### src/rtl/tlp_dma_send.sv
// tlp_dma_send: multi-channel FPGA->CPU DMA write engine.
//
// Picks an f2c channel round-robin and streams one chunk from it as a run of
// memory-write TLPs into that channel's circular buffer in CPU memory. After
// the chunk it writes a 4-DW metrics record (channel, write pointer, chunk count).
// Output is a 64-bit Avalon-ST style tx stream. A beat is valid only when the
// sink is ready, so every valid beat transfers.
//
// Ports:
//   pcieClk_in, pcieRstN_in     clock, synchronous active-low reset
//   cfgBusDev_in                requester ID placed in every header
//   cfg{Chan,Reg,Data,Valid}_in per-channel config writes (BASE/RDPTR/ENABLE/MTR_BASE)
//   f2cData_in/f2cValid_in      per-channel payload QWs
//   f2cReady_out                per-channel read commit, one per payload beat
//   f2cReset_out                one-cycle flush pulse when a disable takes effect
//   txData_out/txValid_out/txSOP_out/txEOP_out, txReady_in   tx stream
//   busy_out                    high while a chunk or metrics record is in flight
module tlp_dma_send #(
    parameter int unsigned NUM_CHAN    = 2,
    parameter int unsigned TLP_NBITS   = 7,
    parameter int unsigned CHUNK_NBITS = 12,
    parameter int unsigned PTR_NBITS   = 4,
    localparam int unsigned CI         = (NUM_CHAN > 1) ? $clog2(NUM_CHAN) : 1
) (
    input  logic                    pcieClk_in,
    input  logic                    pcieRstN_in,
    input  logic [15:0]             cfgBusDev_in,
    input  logic [CI-1:0]           cfgChan_in,
    input  logic [1:0]              cfgReg_in,
    input  logic [31:0]             cfgData_in,
    input  logic                    cfgValid_in,
    input  logic [64*NUM_CHAN-1:0]  f2cData_in,
    input  logic [NUM_CHAN-1:0]     f2cValid_in,
    output logic [NUM_CHAN-1:0]     f2cReady_out,
    output logic [NUM_CHAN-1:0]     f2cReset_out,
    output logic [63:0]             txData_out,
    output logic                    txValid_out,
    input  logic                    txReady_in,
    output logic                    txSOP_out,
    output logic                    txEOP_out,
    output logic                    busy_out
);

    localparam int unsigned     SEG_W    = (CHUNK_NBITS > TLP_NBITS) ? CHUNK_NBITS - TLP_NBITS : 1;
    localparam int unsigned     QW_W     = TLP_NBITS - 3;
    localparam logic [SEG_W-1:0] LAST_SEG = SEG_W'((1 << (CHUNK_NBITS - TLP_NBITS)) - 1);
    localparam logic [9:0]      TLP_DWS  = 10'(1 << (TLP_NBITS - 2));
    localparam logic [9:0]      MTR_DWS  = 10'd4;

    typedef enum logic [2:0] {
        StIdle, StHdr0, StHdr1, StData, StMtr0, StMtr1, StMtr2, StMtr3
    } state_e;

    // First QW of a 4-DW MWr header: DW0 (fmt/type/length) low, DW1 (req ID, tag, BEs) high.
    function automatic logic [63:0] gen_dma_write0(input logic [15:0] req_id,
                                                   input logic [9:0]  dw_count);
        return {req_id, 8'h00, 8'hFF, 3'b011, 5'b00000, 14'd0, dw_count};
    endfunction

    // Second QW: 64-bit byte address, DW2 (upper half) first on the wire.
    function automatic logic [63:0] gen_dma_write1(input logic [63:0] dw_addr);
        logic [63:0] byte_addr;
        byte_addr = {dw_addr[61:0], 2'b00};
        return {byte_addr[31:0], byte_addr[63:32]};
    endfunction

    state_e               state_q, state_d;
    logic [CI-1:0]        gnt_q, gnt_d;
    logic [CI-1:0]        last_q, last_d;
    logic [63:0]          addr_q, addr_d;
    logic [SEG_W-1:0]     seg_q, seg_d;
    logic [QW_W-1:0]      qw_q, qw_d;

    logic [31:0]          base_q [NUM_CHAN];
    logic [31:0]          base_d [NUM_CHAN];
    logic [31:0]          mtr_q  [NUM_CHAN];
    logic [31:0]          mtr_d  [NUM_CHAN];
    logic [PTR_NBITS-1:0] wr_q   [NUM_CHAN];
    logic [PTR_NBITS-1:0] wr_d   [NUM_CHAN];
    logic [PTR_NBITS-1:0] rd_q   [NUM_CHAN];
    logic [PTR_NBITS-1:0] rd_d   [NUM_CHAN];
    logic [31:0]          cnt_q  [NUM_CHAN];
    logic [31:0]          cnt_d  [NUM_CHAN];
    logic [NUM_CHAN-1:0]  en_q, en_d;
    logic [NUM_CHAN-1:0]  dis_q, dis_d;

    logic [63:0]          chan_data [NUM_CHAN];
    logic [NUM_CHAN-1:0]  elig;
    logic                 found;
    logic [CI-1:0]        pick;
    logic                 pkt_end;
    logic [NUM_CHAN-1:0]  apply;

    for (genvar c = 0; c < NUM_CHAN; c++) begin : g_chan
        assign chan_data[c] = f2cData_in[64*c +: 64];
        assign elig[c] = en_q[c] && !dis_q[c] && f2cValid_in[c] &&
                         (PTR_NBITS'(wr_q[c] + 1'b1) != rd_q[c]);
    end

    // Round-robin search starting at the channel after the last grant.
    always_comb begin
        found = 1'b0;
        pick  = '0;
        for (int i = 1; i <= int'(NUM_CHAN); i++) begin
            if (!found && elig[CI'((int'(last_q) + i) % int'(NUM_CHAN))]) begin
                found = 1'b1;
                pick  = CI'((int'(last_q) + i) % int'(NUM_CHAN));
            end
        end
    end

    assign busy_out = (state_q != StIdle);

    always_comb begin
        state_d = state_q;
        gnt_d   = gnt_q;
        last_d  = last_q;
        addr_d  = addr_q;
        seg_d   = seg_q;
        qw_d    = qw_q;
        base_d  = base_q;
        mtr_d   = mtr_q;
        wr_d    = wr_q;
        rd_d    = rd_q;
        cnt_d   = cnt_q;
        en_d    = en_q;
        dis_d   = dis_q;
        txValid_out  = 1'b0;
        txSOP_out    = 1'b0;
        txEOP_out    = 1'b0;
        txData_out   = '0;
        f2cReady_out = '0;
        f2cReset_out = '0;
        pkt_end      = 1'b0;
        apply        = '0;

        unique case (state_q)
            StIdle: begin
                // HDR0 goes out in the arbitration cycle itself.
                if (found && txReady_in) begin
                    txValid_out = 1'b1;
                    txSOP_out   = 1'b1;
                    txData_out  = gen_dma_write0(cfgBusDev_in, TLP_DWS);
                    gnt_d       = pick;
                    last_d      = pick;
                    addr_d      = {31'd0, base_q[pick], 1'b0} +
                                  (64'(wr_q[pick]) << (CHUNK_NBITS - 2));
                    seg_d       = '0;
                    qw_d        = '0;
                    state_d     = StHdr1;
                end
            end
            StHdr0: begin
                if (txReady_in) begin
                    txValid_out = 1'b1;
                    txSOP_out   = 1'b1;
                    txData_out  = gen_dma_write0(cfgBusDev_in, TLP_DWS);
                    state_d     = StHdr1;
                end
            end
            StHdr1: begin
                if (txReady_in) begin
                    txValid_out = 1'b1;
                    txData_out  = gen_dma_write1(addr_q);
                    state_d     = StData;
                end
            end
            StData: begin
                if (txReady_in && f2cValid_in[gnt_q]) begin
                    txValid_out          = 1'b1;
                    txData_out           = chan_data[gnt_q];
                    f2cReady_out[gnt_q]  = 1'b1;
                    qw_d                 = qw_q + 1'b1;
                    if (qw_q == '1) begin
                        txEOP_out = 1'b1;
                        pkt_end   = 1'b1;
                        if (dis_q[gnt_q]) begin
                            // Pending disable: drop the rest of the chunk and its metrics.
                            state_d = StIdle;
                        end else if (seg_q == LAST_SEG) begin
                            wr_d[gnt_q]  = wr_q[gnt_q] + 1'b1;
                            cnt_d[gnt_q] = cnt_q[gnt_q] + 32'd1;
                            state_d      = StMtr0;
                        end else begin
                            addr_d  = addr_q + 64'(TLP_DWS);
                            seg_d   = seg_q + 1'b1;
                            state_d = StHdr0;
                        end
                    end
                end
            end
            StMtr0: begin
                if (txReady_in) begin
                    txValid_out = 1'b1;
                    txSOP_out   = 1'b1;
                    txData_out  = gen_dma_write0(cfgBusDev_in, MTR_DWS);
                    state_d     = StMtr1;
                end
            end
            StMtr1: begin
                if (txReady_in) begin
                    txValid_out = 1'b1;
                    txData_out  = gen_dma_write1({31'd0, mtr_q[gnt_q], 1'b0});
                    state_d     = StMtr2;
                end
            end
            StMtr2: begin
                if (txReady_in) begin
                    txValid_out = 1'b1;
                    txData_out  = {32'(gnt_q), 32'(wr_q[gnt_q])};
                    state_d     = StMtr3;
                end
            end
            StMtr3: begin
                if (txReady_in) begin
                    txValid_out = 1'b1;
                    txEOP_out   = 1'b1;
                    txData_out  = {32'd0, cnt_q[gnt_q]};
                    pkt_end     = 1'b1;
                    state_d     = StIdle;
                end
            end
            default: state_d = StIdle;
        endcase

        // A disable lands immediately on an idle channel, or at a packet boundary
        // on the granted one so no packet is ever cut short.
        for (int c = 0; c < int'(NUM_CHAN); c++) begin
            apply[c] = dis_q[c] && (!(busy_out && gnt_q == CI'(c)) || pkt_end);
            if (apply[c]) begin
                dis_d[c]        = 1'b0;
                f2cReset_out[c] = 1'b1;
            end
        end

        if (cfgValid_in && (int'(cfgChan_in) < int'(NUM_CHAN))) begin
            case (cfgReg_in)
                2'd0: base_d[cfgChan_in] = cfgData_in;
                2'd1: rd_d[cfgChan_in]   = cfgData_in[PTR_NBITS-1:0];
                2'd2: begin
                    if (cfgData_in[0]) begin
                        en_d[cfgChan_in] = 1'b1;
                    end else begin
                        en_d[cfgChan_in]  = 1'b0;
                        dis_d[cfgChan_in] = 1'b1;
                    end
                end
                default: mtr_d[cfgChan_in] = cfgData_in;
            endcase
        end

        // Flush overrides both the pointer increment and any RDPTR write.
        for (int c = 0; c < int'(NUM_CHAN); c++) begin
            if (apply[c]) begin
                wr_d[c]  = '0;
                rd_d[c]  = '0;
                cnt_d[c] = '0;
            end
        end
    end

    always_ff @(posedge pcieClk_in) begin
        if (!pcieRstN_in) begin
            state_q <= StIdle;
            gnt_q   <= '0;
            last_q  <= CI'(NUM_CHAN - 1);
            addr_q  <= '0;
            seg_q   <= '0;
            qw_q    <= '0;
            base_q  <= '{default: '0};
            mtr_q   <= '{default: '0};
            wr_q    <= '{default: '0};
            rd_q    <= '{default: '0};
            cnt_q   <= '{default: '0};
            en_q    <= '0;
            dis_q   <= '0;
        end else begin
            state_q <= state_d;
            gnt_q   <= gnt_d;
            last_q  <= last_d;
            addr_q  <= addr_d;
            seg_q   <= seg_d;
            qw_q    <= qw_d;
            base_q  <= base_d;
            mtr_q   <= mtr_d;
            wr_q    <= wr_d;
            rd_q    <= rd_d;
            cnt_q   <= cnt_d;
            en_q    <= en_d;
            dis_q   <= dis_d;
        end
    end

endmodule

### config.mk
export PLATFORM = sky130hd
export DESIGN_NAME = tlp_dma_send
export DESIGN_NICKNAME = d
export VERILOG_FILES = /design/src/rtl/tlp_dma_send.sv
export SDC_FILE = /design/constraint.sdc
export NUM_CORES = 1
export LEC_CHECK = 0
export ABC_CLOCK_PERIOD_IN_PS = 3900
export CAP_MARGIN = 10
export CORE_MARGIN = 2
export CORE_UTILIZATION = 49
export CTS_CLUSTER_SIZE = 25
export DETAILED_ROUTE_END_ITERATION = 12
export HOLD_SLACK_MARGIN = 0.02
export MAX_ROUTING_LAYER = met4
export PLACE_DENSITY = 0.73
export SYNTH_ARGS = -nofsm -noshare
export SYNTH_HDL_FRONTEND = slang
export SYNTH_SLANG_ARGS = --single-unit
### constraint.sdc
create_clock -name pcieClk_in -period 3.9 [get_ports pcieClk_in]
set_input_delay 0.975 -clock pcieClk_in [delete_from_list [all_inputs] [get_ports pcieClk_in]]
set_output_delay 0.975 -clock pcieClk_in [all_outputs]
set_load 0.03 [all_outputs]
# --- Yosys cells after proc, flatten, opt, wreduce, memory -nomap -nowiden ---
# Cells that the tools add are included.
word_totals:
  regBits: 290
classes:
  n_eq_ne: 23
  n_reduce_logical: 38
  n_addsub: 9
  bitwise: 11
  mux: 101
  magnitude_cmp: 11
op_table:
  columns: ["op", "n"]
  rows:
  - ["2-to-1 mux 64 bit", 14]
  - ["case mux 64 bit (8 select lines)", 1]
  - ["2-to-1 mux 32 bit", 12]
  - ["bitwise mux 64 bit", 3]
  - ["case mux 64 bit (2 select lines)", 1]
  - ["adder 64 x 6 -> 64 bit, second input constant", 1]
  - ["demux 32 bit (select 1 bit)", 2]
  - ["2-to-1 mux 4 bit", 10]
  - ["adder 33 x 14 -> 34 bit", 1]
  - ["2-to-1 mux 3 bit", 11]
  - ["2-to-1 mux 33 bit", 1]
  - ["adder 32 x 1 -> 32 bit, second input constant", 1]
  - ["2-to-1 mux 5 bit", 5]
  - ["case mux 3 bit (8 select lines)", 1]
  - ["2-to-1 mux 1 bit", 23]
  - ["!= test 2 bit, second input constant", 11]
  - ["bitwise mux 8 bit", 2]
  - ["logical AND 1 bit", 14]
  - ["adder 4 x 1 -> 4 bit, second input constant", 3]
  - ["equality test 3 bit, second input constant", 4]
  - ["2-to-1 mux 2 bit", 6]
  - ["case mux 5 bit (2 select lines)", 1]
  - ["AND reduction 2 bit", 5]
  - ["AND reduction 9 bit", 1]
  - ["36 further kinds", 59]

# --- Logic depth before layout (Yosys ltp) ---
# Gate-level depths: netlist of the first run.
depth:
  depth_word: 17
  mapped_depth: 19
  depth_no_buf: 15

# --- Worst setup path after synthesis of the first run ---
# OpenSTA, ideal clock, no wires.
synth_path:
  path_type: "input to output"
  startpoint: "in txReady_in"
  endpoint: "out txData_out[29]"
  slack_ns: 0.067
  stages: 7
  arrival_ns: 2.858
  cell_sequence: "clkbuf_1 > and3_1 > clkbuf_1 > clkbuf_1 > clkbuf_1 > a22oi_1 > a31oi_1"
synth_via:
  elab_chain_cells: 3
  elab_cells_between_ends: 9
synth_lines:
  columns: ["element", "line_no", "rtl"]
  rows:
  - ["start, declared", "38", "input logic txReady_in,"]
  - ["logical AND 1 bit (on tied branches)", "169, 140", null]
  - ["2-to-1 mux 64 bit (on tied branches)", "169, 140", null]
  - ["case mux 64 bit (8 select lines) (*)", "137", "unique case (state_q)"]
  - ["end, declared", "36", "output logic [63:0] txData_out,"]
# Every way passes the cells marked *; elsewhere a longest branch is shown, timed or not.

# --- Final worst setup path of the first run ---
layout_path:
  startpoint: "in txReady_in"
  endpoint: "out txData_out[60]"
# Same word-level chain as after synthesis.

==> results of run 1 <==
## layer usage
metal,track usage,vias to the layer above,share of wire
li1,-,7744,-
met1,0.4351,7840,0.41
met2,0.5532,882,0.47
met3,0.04329,135,0.085
met4,0.1322,0,0.042
met5,-,-,0
## area by class of cell
| cell class | instances | area (µm²) |
|---|---|---|
| fillers | 2759 | 11200 |
| multi-input cells | 1599 | 9412 |
| flip-flops and latches | 282 | 5650 |
| repair buffers | 368 | 3591 |
| clock buffers | 42 | 888.4 |
| well taps | 402 | 503.0 |
| clock inverters | 15 | 216.5 |
| inverters | 24 | 92.59 |
## registers in the layout, indices dropped and copies added (netlist names)
register and flops:
addr_q 61, base_q 64, cnt_q 64, dis_q 2, en_q 1, gnt_q 1, last_q 1, mtr_q 64
qw_q 4, rd_q 4, seg_q 5, state_q 3, wr_q 8
## logic make-up after synthesis
family / Yosys count
mux: 95
simple gates: 904
compound gates: 480
buf+inv: 165
fa+ha+maj: 12
xor+xnor: 108
flops: 282
## through the flow
| stage | setup WS, ps | TNS [ps] | std cells |
|---|---|---|---|
| after global routing | -48.94 | -371.7 | 2732 |
| after global placement | -307.2 | -6076 | 2673 |
| after detailed placement | -305.9 | -7392 | 2673 |
| final | 31.55 | 0 | 2732 |
| after floorplan | 67.20 | 0 | 2046 |
| after CTS | -31.54 | -31.54 | 2731 |
## synthesized netlist by cell type (all sizes together), types with 6 or more instances
| cell | instances | area, µm² |
|---|---|---|
| a211oi | 8 | 60.06 |
| a21o | 8 | 60.06 |
| a21oi | 224 | 1129 |
| a221o | 61 | 610.6 |
| a221oi | 9 | 96.35 |
| a222oi | 7 | 70.07 |
| a22oi | 10 | 80.07 |
| a31oi | 7 | 43.79 |
| and2 | 21 | 131.4 |
| and3 | 20 | 125.1 |
| and4 | 6 | 52.55 |
| buf | 33 | 197.7 |
| clkbuf | 108 | 405.4 |
| dfxtp | 282 | 5645 |
| ha | 11 | 137.6 |
| inv | 23 | 86.33 |
| mux2 | 7 | 78.82 |
| mux2i | 88 | 884.6 |
| nand2 | 460 | 1729 |
| nand3 | 67 | 350.3 |
| nand3b | 12 | 127.6 |
| nand4 | 37 | 246.5 |
| nor2 | 189 | 709.4 |
| nor3 | 30 | 170.2 |
| nor3b | 6 | 45.04 |
| nor4 | 14 | 115.1 |
| o211ai | 7 | 52.55 |
| o21ai | 79 | 395.4 |
| o22ai | 13 | 81.33 |
| or3 | 17 | 111.4 |
| or4 | 9 | 71.32 |
| xnor2 | 44 | 385.4 |
| xor2 | 63 | 559.3 |
## timing repair
item,in CTS,in global routing
pin swaps,0,1
resized for setup,3,10
setup buffers,1,1
endpoints found under the setup margin,57,24
## power by group through the flow
stage               Combinational (W)  Clock, W  Sequential (W)
finish                        0.00159   0.00317         0.00305
global route                  0.00168   0.00333         0.00306
CTS                           0.00156   0.00319         0.00305
detailed placement            0.00156         0         0.00311
global placement              0.00154         0         0.00311
floorplan                    0.000775         0         0.00308
## critical path, stage by stage
cell and delay [ps]:
dlygate4sd2_1 300, buf_6 170, and4b_1 180, and2_2 220
buf_12 170, a221o_1 390, a221o_1 280, buf_4 170
## worst min path at each step
stage / from / to / slack [ps]
global placement: cnt_q[22] / cnt_q[22] / 440
finish: mtr_q[13] / mtr_q[13] / 450
floorplan: cnt_q[22] / cnt_q[22] / 430
global route: mtr_q[60] / mtr_q[60] / 470
detailed placement: mtr_q[41] / mtr_q[41] / 450
CTS: mtr_q[41] / mtr_q[41] / 450
## cells in the final DEF, fill, tap and decap left out, types with 8 or more instances in the layout
master / netlist / routed
nor2_1: 189 / 186
a21o_1: 8 / 8
dfxtp_1: 282 / 280
mux2i_1: 87 / 87
nor4_1: 11 / 11
or3_1: 16 / 16
nand3_1: 64 / 64
and3_1: 20 / 19
nand4_1: 36 / 36
xnor2_1: 44 / 44
a211oi_1: 8 / 8
nor3_1: 26 / 22
or4_1: 8 / 8
ha_1: 11 / 11
a21oi_1: 222 / 220
o22ai_1: 13 / 13
a221oi_1: 8 / 8
a221o_1: 61 / 61
clkdlybuf4s50_1: 0 / 182
o21ai_0: 77 / 76
buf_12: 0 / 27
nand2_1: 459 / 459
clkbuf_16: 0 / 32
xor2_1: 62 / 61
inv_1: 23 / 22
nand3b_1: 9 / 9
buf_4: 4 / 153
a22oi_1: 9 / 9
and2_1: 21 / 20
==> metrics.md, run 1 <==
| Metric | Value |
|---|---|
| Status | `completed` |
| Area growth, synth to finish | `29.78%` |
| Ports | `about 260` |
| Synthesized Nets | `2243` |
| WHS Path Cells | `2` |
| Post-synthesis sequential area ratio | `0.3600` |
| NumNets Final | `about 2500` |
| Final Hold Vio Count | `0` |
| Worst Path Arrival | `around 2900 ps` |
| Critical Path RT | `2920 ps` |
| Actual slew at the worst max-slew pin | `approximately 800 ps` |
| Fin crit period | `roughly 3900 ps` |
| First-pass detailed-route iteration total | `7` |
| Die width | `182.9 µm` |
| Dpl hpwl | `42.36 mm` |
| Sw Ratio | `0.2881` |
| Slew headroom | `0.4661` |
| CTS Sinks | `approximately 280` |
| Vias per Instance | `~6` |
| Power Density | `between 300 and 400 nW/µm²` |
| Initial core utilization | `0.4970` |
| Hold WC Path Type | `flop to flop` |
| FF-to-FF setup slack | `around 400 ps` |
| Main combinational cell family by area after synthesis | `simple AND/OR/NAND/NOR gates` |
| Startpoint types | `input port` |
| Share of cells above drive strength 1 | `0.1266` |
| Initial antenna violation count | `1` |
| Std cell rows | `between 60 and 70` |
| Synth Area per Inst | `approximately 7.7 µm²` |
| R2R cell count | `15` |
| Synth Instances | `approximately 2000` |
| Leakage | `7.284 nW` |
| Final ANT Viol Nets | `0` |
| Die Height | `182.9 µm` |
| Asr flop ratio synth | `0` |
| Comb power frac | `0.204` |
| Critical path launch point | `txReady_in` |
| Clk pwr share | `0.406` |
| CTS root buf | `clkbuf_16` |
| EDFF count, synth | `0` |
| CTS Buf Count | `31` |
| Switching Power | `roughly 0.0023 W` |
| Max IR drop VDD | `0.3322 mV` |
| Kind of critical path | `input port to output pin` |
| GRT Util Overall | `0.3410` |
| H-tree depth | `1` |
| Max-cap viol count | `0` |
| CP Capture Type | `output pin` |
| IO Port Bufs | `256` |
| GP Congestion | `roughly 0.95` |
| Worst hold slack | `about 450 ps` |
| Synth unique cells | `90` |
| Crit Path Max Fanout | `32` |
| Synth Flop Type | `dfxtp_1` |
| Routed wire per std cell | `between 20 and 25 µm` |
| Post-route cell area | `20350 µm²` |
| DP Area | `between 15000 and 20000 µm²` |
| First-pass GRT wire length | `~87 mm` |
| Multiplexer share of the synthesized area | `0.06143` |
| Largest net degree at the start of global routing | `60` |
| Max Transition Viols Final | `0` |
| R2r endpoint | `addr_q[25]` |
| Critical Path Sink | `txData_out[60]` |
| Iteration-0 DRC Markers | `around 1900` |
| Final Setup Violations | `0` |
| Clock Tree Buf Depth | `3` |
| YS warnings | `0` |
| Mapped cell area | `approximately 16000 µm²` |
| Layout Skew | `just under 20 ps` |
| Synth Area in Adders | `0.01005` |
| Reg-to-Reg Start | `rd_q[6]` |
| Post-synthesis xor/xnor area fraction | `0.06175` |
| Vias | `16600` |
| Post-route DRC | `0` |
| Simple-gate share of the synthesized area | `0.2619` |
| Diodes inserted | `0` |
| CTS tree | `done` |
| Hold_buf cts | `0` |
| Internal | `approximately 0.0056 W` |
| Final WL | `~58 mm` |
| Skew-Pair Late Insertion Delay | `around 570 ps` |
| GRT Residual Overflow | `0` |
| Core area | `31560 µm²` |
| Pwr Total | `about 0.008 W` |
| Worst-path clk slew | `~60 ps` |
| Fin crit share | `0.9919` |
| Max Clock Freq | `about 260 MHz` |
| Number of global-route vias before repair | `15420` |
| Sequential Power Share | `0.391` |
| Final core utilization | `0.6450` |
| Compound-Gate Fraction of Synth Area | `0.2007` |
| Yosys reg bits | `between 200 and 300` |
| Die area | `about 33000 µm²` |
Power figures use the tool's default switching activity.
==> run 2, diff against run 1 <==
- CORE_UTILIZATION: 49 -> 50
- CTS_BUF_LIST: not set -> sky130_fd_sc_hd__clkbuf_8
- PLACE_DENSITY: 0.73 -> 0.75
==> metrics.md, run 2 (synthesis gave the netlist of run 1 again) <==
| Metric | Value |
|---|---|
| Iteration-0 DRC Markers | `1904 (+2.1%)` |
| Leakage | `7.240 nW (-0.60%)` |
| Status | `completed` |
| Fin crit period | `3868 ps (-0.7998 ps)` |
| GP Congestion | `0.9832 (+3.3%)` |
| Initial antenna violation count | `1 (unchanged)` |
| Most frequent cells in the layout | `459 x nand2_1, 278 x dfxtp_1, 218 x a21oi_1` |
| Final Setup Violations | `0 (unchanged)` |
| Clk pwr share | `0.378 (-0.028)` |
| Vias per Instance | `6.041 (-0.58%)` |
| Setup TNS | `0 ps (unchanged)` |
| Die width | `181.1 µm (-0.98%)` |
| Worst hold slack | `444.6 ps (-7.476 ps)` |
| Final WL | `56.55 mm (-2.2%)` |
| Max Transition Viols Final | `0 (unchanged)` |
| Max Clock Freq | `258.6 MHz (about the same)` |
| Std cell rows | `64 (-1.5%)` |
| Kind of critical path | `input port to output pin` |
| Pwr Total | `0.007385 W (-5.5%)` |
| CTS tree | `done` |
| Layout fillers | `2602 (-5.7%)` |
| Commonest non-fill, non-tap cell in the layout | `nand2_1` |
| Die Height | `181.1 µm (-0.98%)` |
| Area growth, synth to finish | `28.04%` |
| Largest regs | `base_q x64, cnt_q x64, mtr_q x64` |
| Reg-to-Reg Start | `wr_q[6]` |
| Fin crit share | `0.9917 (about the same)` |
| Skew-Pair Late Insertion Delay | `600 ps (+30 ps)` |
| Layout Skew | `39.66 ps (+20.02 ps)` |
| Max-cap viol count | `0 (unchanged)` |
| Post-route DRC | `0 (unchanged)` |
| Die area | `32800 µm² (-2.0%)` |
| Clock Tree Buf Depth | `3 (unchanged)` |
| Core area | `30750 µm² (-2.6%)` |
| Crit Path Max Fanout | `17 (-47%)` |
| Vias | `16580 (-0.11%)` |
| Post-Layout Cell Count | `2745 (+0.48%)` |
| Share of cells above drive strength 1 | `0.1303 (+0.003714)` |
| Ports | `257 (unchanged)` |
| Critical Path RT | `2920 ps (about the same)` |
| Initial core utilization | `0.5100 (+0.01302)` |
| CP Capture Type | `output pin` |
| Cells after DPL | `2656 (-0.64%)` |
| Sequential Power Share | `0.418 (+0.027)` |
| First-pass GRT wire length | `86.31 mm (-1.2%)` |
| Final Hold Vio Count | `0 (unchanged)` |
| Internal | `0.005119 W (-8.0%)` |
| Worst-path clk slew | `60 ps (about the same)` |
| GRT Util Overall | `0.3411 (about the same)` |
| Power Density | `367.8 nW/µm² (-4.2%)` |
| Startpoint types | `input port` |
| RSZ-0062 raised after global routing | `false` |
| NumNets Final | `2513 (+0.40%)` |
| Number of global-route vias before repair | `15490 (+0.45%)` |
| HP Start | `base_q[0]` |
| GRT Residual Overflow | `0 (unchanged)` |
| Comb power frac | `0.204 (about the same)` |
| Critical path launch point | `f2cValid_in[1]` |
| Worst Path Arrival | `2890 ps (about the same)` |
| Dpl hpwl | `40.90 mm (-3.5%)` |
| Actual slew at the worst max-slew pin | `1239 ps (+438.7 ps)` |
| Sw Ratio | `0.3069 (+0.01883)` |
| IO Port Bufs | `256 (unchanged)` |
| First-pass detailed-route iteration total | `8 (+1)` |
| Final core utilization | `0.6530 (+0.008031)` |
| FF-to-FF setup slack | `320 ps (-80 ps)` |
| Hold WC Path Type | `flop to flop` |
| CTS Sinks | `282 (unchanged)` |
| Slew headroom | `0.1737 (-0.2924)` |
| Switching Power | `0.002267 W (+0.69%)` |
| Final ANT Viol Nets | `0 (unchanged)` |
| H-tree depth | `2 (+1)` |
| CTS root buf | `clkbuf_8` |
| Routed wire per std cell | `20.60 µm (-2.6%)` |
| Max IR drop VDD | `0.2766 mV (-17%)` |
| Largest net degree at the start of global routing | `67 (+12%)` |
| CTS Buf Count | `48 (+55%)` |
==> run 2: cell types whose count changed in the layout (fill, tap and decap cells not counted), sizes merged <==
cell / before / now
inv: 23 / 41
clkbuf: 42 / 55
buf: 183 / 175
clkinvlp: 5 / 2
clkdlybuf4s50: 182 / 184
bufinv: 5 / 4
clkinv: 6 / 5
diode: 0 / 1
dlygate4sd2: 2 / 1
dlymetal6s2s: 1 / 0
==> run 2: stage by stage <==
stage	setup WS (ps)	instance area (µm²)
after global placement	-189.6	18990
final	32.35	20080
after CTS	2.731	20040
after global routing	4.931	20080
after detailed placement	-228.9	18990
after floorplan	67.20	15680
==> run 2: layer usage <==
layer	wire [µm]	track usage	share of wire	up-vias
li1	-	-	-	7758
met1	22640	0.4236	0.40	7760
met2	25870	0.5474	0.46	893
met3	5273	0.05664	0.093	172
met4	2770	0.1496	0.049	0
met5	0	-	0	-
==> run 2: what timing repair did <==
| item | in CTS | in global routing |
|---|---|---|
| setup buffers | 4 | 2 |
| setup endpoints to repair | 38 | 20 |
| gates resized for setup | 11 | 5 |
| pin swaps | 0 | 1 |
| hold buffers | 0 | 0 |
==> run 2: final timing paths <==
check | depth (start not counted) | end
worst max-delay path | 7 | txData_out[62]
worst min-delay path | 2 | addr_q[1]
worst max register to register | 14 | addr_q[16]
worst min register to register | 2 | addr_q[1]
==> run 2: cell type report <==
type,count,area (µm²),area share
Tap cell,396,495.5,0.02467
Clock buffer,54,743.2,0.03701
Clock inverter,28,235.2,0.01171
Timing Repair Buffer,361,3435,0.1710
Inverter,24,92.59,0.004611
Antenna cell,1,2.502,0.0001246
Sequential cell,282,5653,0.2815
Multi-Input combinational cell,1599,9424,0.4693
==> run 2: worst max-delay path, cell delays in order <==
cell and delay, ps:
clkdlybuf4s50_1 470, and2_1 210, and2_2 220, buf_12 160
a221o_1 380, a221o_1 310, buf_12 150
==> run 2: power groups by stage <==
stage / Sequential [W] / Clock, W / Combinational, W
after floorplan: 0.00308 / 0 / 0.000775
after detailed placement: 0.00314 / 0 / 0.00147
after CTS: 0.00307 / 0.00280 / 0.00148
final: 0.00308 / 0.00279 / 0.00151
after global placement: 0.00313 / 0 / 0.00145
after global routing: 0.00309 / 0.00294 / 0.00160
